### src/rtl/joystick_pkg.sv
// Shared constants for the Genesis pad reader: FSM encoding, Saidas bit map and widths.
package joystick_pkg;

  typedef logic [2:0] estado_t;

  localparam estado_t OCIOSO        = 3'd0;
  localparam estado_t ESPERA_ALTO   = 3'd1;
  localparam estado_t AMOSTRA_ALTO  = 3'd2;
  localparam estado_t ESPERA_BAIXO  = 3'd3;
  localparam estado_t AMOSTRA_BAIXO = 3'd4;
  localparam estado_t ATUALIZA      = 3'd5;

  localparam int BIT_UP       = 0;
  localparam int BIT_DOWN     = 1;
  localparam int BIT_LEFT     = 2;
  localparam int BIT_RIGHT    = 3;
  localparam int BIT_A        = 4;
  localparam int BIT_B        = 5;
  localparam int BIT_C        = 6;
  localparam int BIT_START    = 7;
  localparam int BIT_PRESENTE = 8;

  localparam int LARGURA_SAIDAS = 12;

endpackage

### src/rtl/sincronizador_2ff.sv
// Two-flop synchronizer for a bus of independent asynchronous single-bit signals.
module sincronizador_2ff #(
  parameter int WIDTH = 1
) (
  input  logic             clk,
  input  logic             rst_n,
  input  logic [WIDTH-1:0] dado,
  output logic [WIDTH-1:0] sinc
);

  logic [WIDTH-1:0] meta;

  always_ff @(posedge clk or negedge rst_n) begin
    if (!rst_n) begin
      meta <= '0;
      sinc <= '0;
    end else begin
      meta <= dado;
      sinc <= meta;
    end
  end

endmodule

### src/rtl/leitor_joystick_genesis.sv
// Sega Genesis 3-button pad reader: one two-phase Select scan per VGA frame,
// pad presence detection, frame-based debounce and one-cycle press pulses.
module leitor_joystick_genesis
  import joystick_pkg::*;
#(
  parameter int SETTLE_CYCLES   = 500,
  parameter int DEBOUNCE_FRAMES = 2
) (
  input  logic                      Clock50,
  input  logic                      Reset,
  input  logic                      Pino1,
  input  logic                      Pino2,
  input  logic                      Pino3,
  input  logic                      Pino4,
  input  logic                      Pino6,
  input  logic                      Pino9,
  input  logic                      v_sync,
  output logic                      Select,
  output logic [LARGURA_SAIDAS-1:0] Saidas,
  output logic [7:0]                Pulsos,
  output logic                      Quadro_ok
);

  localparam int                CNT_W  = $clog2(SETTLE_CYCLES + 1);
  localparam logic [CNT_W-1:0]  FIM    = CNT_W'(SETTLE_CYCLES - 1);
  localparam logic [3:0]        LIMIAR = 4'(DEBOUNCE_FRAMES);

  logic [6:0]       pinos_sinc;
  logic             p1, p2, p3, p4, p6, p9, vs_sinc;
  logic             vs_anterior;
  logic             inicio_quadro;
  estado_t          estado;
  logic [CNT_W-1:0] cnt_espera;
  logic [7:0]       botoes;
  logic             presente;
  logic [8:0]       bruto;
  logic [8:0]       candidato;
  logic [3:0]       cont_estavel;
  logic [3:0]       cont_novo;
  logic             carrega;

  function automatic logic [3:0] incrementa_sat(input logic [3:0] v);
    return (v == 4'hF) ? v : v + 4'd1;
  endfunction

  sincronizador_2ff #(.WIDTH(7)) u_sinc (
    .clk   (Clock50),
    .rst_n (Reset),
    .dado  ({Pino1, Pino2, Pino3, Pino4, Pino6, Pino9, v_sync}),
    .sinc  (pinos_sinc)
  );

  assign {p1, p2, p3, p4, p6, p9, vs_sinc} = pinos_sinc;
  assign inicio_quadro = vs_anterior & ~vs_sinc;

  // Scan sequencer: Select high phase, then Select low phase, then one update cycle.
  always_ff @(posedge Clock50 or negedge Reset) begin
    if (!Reset) begin
      estado      <= OCIOSO;
      cnt_espera  <= '0;
      vs_anterior <= 1'b0;
      Select      <= 1'b1;
      botoes      <= '0;
      presente    <= 1'b0;
    end else begin
      vs_anterior <= vs_sinc;
      case (estado)
        OCIOSO: begin
          if (inicio_quadro) begin
            estado     <= ESPERA_ALTO;
            cnt_espera <= '0;
          end
        end
        ESPERA_ALTO: begin
          if (cnt_espera == FIM) begin
            cnt_espera <= '0;
            estado     <= AMOSTRA_ALTO;
          end else begin
            cnt_espera <= cnt_espera + 1'b1;
          end
        end
        AMOSTRA_ALTO: begin
          botoes[BIT_UP]    <= ~p1;
          botoes[BIT_DOWN]  <= ~p2;
          botoes[BIT_LEFT]  <= ~p3;
          botoes[BIT_RIGHT] <= ~p4;
          botoes[BIT_B]     <= ~p6;
          botoes[BIT_C]     <= ~p9;
          Select            <= 1'b0;
          estado            <= ESPERA_BAIXO;
        end
        ESPERA_BAIXO: begin
          if (cnt_espera == FIM) begin
            cnt_espera <= '0;
            estado     <= AMOSTRA_BAIXO;
          end else begin
            cnt_espera <= cnt_espera + 1'b1;
          end
        end
        AMOSTRA_BAIXO: begin
          // A 3-button pad pulls Left and Right low while Select is low.
          botoes[BIT_A]     <= ~p6;
          botoes[BIT_START] <= ~p9;
          presente          <= ~p3 & ~p4;
          Select            <= 1'b1;
          estado            <= ATUALIZA;
        end
        ATUALIZA: estado <= OCIOSO;
        default:  estado <= OCIOSO;
      endcase
    end
  end

  assign bruto     = presente ? {1'b1, botoes} : 9'h000;
  assign cont_novo = (bruto == candidato) ? incrementa_sat(cont_estavel) : 4'd1;
  assign carrega   = (cont_novo >= LIMIAR);

  // Frame debounce and output update, only in ATUALIZA.
  always_ff @(posedge Clock50 or negedge Reset) begin
    if (!Reset) begin
      Saidas       <= '0;
      Pulsos       <= '0;
      Quadro_ok    <= 1'b0;
      candidato    <= '0;
      cont_estavel <= '0;
    end else begin
      Pulsos    <= '0;
      Quadro_ok <= 1'b0;
      if (estado == ATUALIZA) begin
        Quadro_ok    <= 1'b1;
        candidato    <= bruto;
        cont_estavel <= cont_novo;
        if (carrega) begin
          Saidas <= {3'b000, bruto};
          Pulsos <= bruto[7:0] & ~Saidas[7:0];
        end
      end
    end
  end

endmodule
### config.mk
export PLATFORM = sky130hd
export DESIGN_NAME = leitor_joystick_genesis
export DESIGN_NICKNAME = d
export VERILOG_FILES = /design/src/rtl/joystick_pkg.sv /design/src/rtl/sincronizador_2ff.sv /design/src/rtl/leitor_joystick_genesis.sv
export SDC_FILE = /design/constraint.sdc
export NUM_CORES = 1
export LEC_CHECK = 0
export BUFFER_PORTS_ARGS = -buffer_cell sky130_fd_sc_hd__buf_2
export CAP_MARGIN = 10
export CORE_ASPECT_RATIO = 1.1
export CORE_MARGIN = 3
export CORE_UTILIZATION = 54
export CTS_BUF_LIST = sky130_fd_sc_hd__clkbuf_16
export CTS_CLUSTER_SIZE = 20
export DETAILED_ROUTE_END_ITERATION = 10
export PLACE_DENSITY = 0.85
export SYNTH_ARGS = -nofsm -noshare
export SYNTH_HDL_FRONTEND = slang
export SYNTH_SLANG_ARGS = --single-unit
### constraint.sdc
create_clock -name Clock50 -period 3.2 [get_ports Clock50]
set_clock_uncertainty 0.2 [all_clocks]
set_input_delay 0.64 -clock Clock50 [delete_from_list [all_inputs] [get_ports Clock50]]
set_output_delay 0.64 -clock Clock50 [all_outputs]
set_load 0.05 [all_outputs]
==> impl_metrics.csv <==
group,metric,value,unit
hold_path,hold_class,"in2async",
sta,fin_ws,0.483,ns
clock_tree,post_cts_buffers,0,
finish,regArea,1700,µm²
global_routing,grt_max_degree,69,
global_routing,grt_pass1_wl,7960,µm
floorplanning,start_util,57.8,%
critical_path,critPathBufInv,1,
global_routing,overflow,0,
synth,ys_seq_area_share,61.2,%
placed_design,place_congestion,0.823,
critical_path,path_max_fanout,18,
clock_tree,clkTransAtPathRegs,0.05,ns
floorplanning,io_pins,31,
route,routed_wl,4610,µm
route,avgViaCountPerCell,5.43,
clock_tree,insertion_delay,0.32,ns
clock_tree,post_cts_resized,0,
sta,rsz0062_at_grt,"no",
clock_tree,cts_max_level,3,
pwr,leakage,1.61,nW
critical_path,worstSetupPathType,"reg2reg",
global_routing,track_usage,17.8,%
route,drc,0,
sta,finalSetupViolations,0,
placed_design,numPortBuffers,27,
synth,async_flop_share,100,%
sta,worstMarginPinSlew,0.760,ns
sta,timing.final.crit_period,2.72,ns
finish,final_area,3290,µm²
synth,synth_common_cells,"dfrtp_1, nand2_1, o21ai_0",
route,vias,1895,
synth,yosysTopAreaCell,"dfrtp_1",
outcome,status,"finished clean",
sta,final_max_slew_viol_count,0,
floorplanning,coreArea,4810,µm²
critical_path,required,3.23,ns
synth,synthesis.area,2780,µm²
floorplanning,die-area,6050,µm²
global_routing,grt_pass1_vias,1779,
global_routing,antenna_found_initial,0,
route,wl_per_cell,13.2,µm
critical_path,crit_family,"simple AND/OR/NAND/NOR gates",
finish,multi_input_area,941,µm²
finish,layout-drive-gt1-share,16.7,%
clock_tree,cts_hold_repair.buffers,0,
sta,hold_slack,0.127,ns
pwr,ir_drop,0.000551,V
synth,synth_ff_type,"dfrtp_1",
placed_design,place_area,2940,µm²
synth,synth_top_cell_area_share,60.3,%
synth,synth_most_common_cell,"dfrtp_1",
pwr,powerDensity,987,nW/µm²
synth,synth_edf_count,0,
floorplanning,fp.dieH,81.3,µm
sta,fmax,368,MHz
placed_design,dp_hpwl,3130,µm
synth,yosys_warnings,0,
synth,synth_cell_types,44,
sta,finalHoldViolCount,0,
critical_path,crit_arrival,2.75,ns
flow_run,maxCapViolCount,0,
sta,slew_headroom,48.7,%
critical_path,worst_path_max_delay_cell,"dfrtp_1",
floorplanning,die_x,74.4,µm
floorplanning,row_count,26,
route,dr.pass1.iters,5,
sta,fin_crit_sh,84.9,%
placed_design,detailedPlace.worstSlack,0.509,ns
clock_tree,cts_made_buffers,9,
clock_tree,root_buffer,"clkbuf_16",
route,drt_iter0_drc,134,
clock_tree,clockBufferDepth,2,
finish,nets,299,
critical_path,cp-end-kind,"flip-flop",
pwr,total_power,0.00324,W
critical_path,critPathLaunchType,"flip-flop",
critical_path,crit_chain,"nand2_1 > xor2_1 > nand3_1 > or4b_1 > buf_4 > mux2i_1",
finish,diodes,0,
clock_tree,cts_tree,"done",
synth,ys_ff_latch,68,
synth,synth_cells,256,
finish,fill_cells,356,
route,drt.antenna.violating_nets,0,
synth,avgSynthCellArea,10.9,µm²
clock_tree,cts_sinks,68,
sta,tns,0,ns
finish,areaGrowthSynthToFinish,18.1,%
critical_path,cpPeakStageDelay,0.70,ns
synth,synthTopCellsByArea,"dfrtp_1, nand2_1, o21ai_0",
layout by cell type, fill, tap and decap left out, types with 2 or more instances in the layout:
cell | Yosys | layout
conb_1 | 1 | 3
o22ai_1 | 3 | 3
o41ai_1 | 2 | 2
or3_1 | 2 | 2
ha_1 | 2 | 2
a21oi_1 | 13 | 13
dfrtp_1 | 67 | 67
nor2b_1 | 5 | 5
clkinv_4 | 0 | 2
clkbuf_16 | 0 | 9
nand3_1 | 5 | 5
a21boi_0 | 2 | 2
mux2i_1 | 9 | 9
and3_1 | 3 | 3
nor4_1 | 2 | 2
o31ai_1 | 2 | 2
buf_2 | 0 | 27
bufinv_16 | 0 | 3
nor2_1 | 18 | 18
nor3_1 | 14 | 14
nand2_1 | 30 | 30
inv_1 | 13 | 14
xnor2_1 | 2 | 2
xor2_1 | 4 | 4
nand2b_1 | 6 | 6
buf_4 | 3 | 3
a22o_1 | 2 | 2
o21ai_0 | 21 | 21
routing by layer:
metal | GRT usage, % | vias to the layer above | share of wire, %
li1 | - | 940 | -
met1 | 23.3 | 906 | 48
met2 | 26.5 | 41 | 46
met3 | 5.94 | 8 | 4.1
met4 | 8.90 | 0 | 1.7
met5 | 0 | - | 0
logic make-up after synthesis:
family          count (synthesis)  share of synthesized area (%)
simple gates                   92                           16.1
flops                          68                           61.2
compound gates                 51                           10.9
buf+inv                        26                           5.22
mux                            10                           3.64
xor+xnor                        6                           1.89
fa+ha+maj                       2                          0.900
other cells                     1                          0.135
registers in the layout (all words and copies together) (netlist names), 4 cells and up:
signal / cells
Saidas: 9
candidato: 9
cnt_espera: 9
Pulsos: 8
botoes: 8
u_sinc.meta: 7
u_sinc.sinc: 7
cont_estavel: 4
power by group:
group | switching, W | total, W | internal (W)
Sequential | 0.000199 | 0.00125 | 0.00105
Clock | 0.000342 | 0.00110 | 0.000758
Combinational | 0.000567 | 0.000889 | 0.000322
area by class of cell:
type                    instances  area share, %
clock buffers                   9           6.85
inverters                      14           1.60
flip-flops and latches         68           51.8
well taps                      56           2.13
repair buffers                 31           5.41
multi-input cells             164           28.6
clock inverters                 7           3.54
worst paths after layout:
| check | endpoint | slack, ns | start | depth (start not counted) |
|---|---|---|---|---|
| worst max-delay path | Saidas[0] | 0.48 | presente | 6 |
| worst min-delay path | candidato[4] | 0.13 | Reset | 2 |
| worst max register to register | Saidas[0] | 0.48 | presente | 6 |
| worst min register to register | u_sinc.sinc[6] | 0.14 | u_sinc.meta[6] | 0 |
| max in group asynchronous | Select | 2.36 | Reset | 2 |
| min in group Clock50 | u_sinc.sinc[6] | 0.14 | u_sinc.meta[6] | 0 |
stage by stage:
| step | cells | util, % |
|---|---|---|
| 4_1_cts | 349 | 68.2 |
| 6_report | 349 | 68.2 |
| 2_1_floorplan | 258 | - |
| 5_1_grt | 349 | 68.2 |
| 3_3_place_gp | 333 | 61.1 |
| 3_5_place_dp | 333 | 61.1 |
Power figures use the tool's default switching activity.
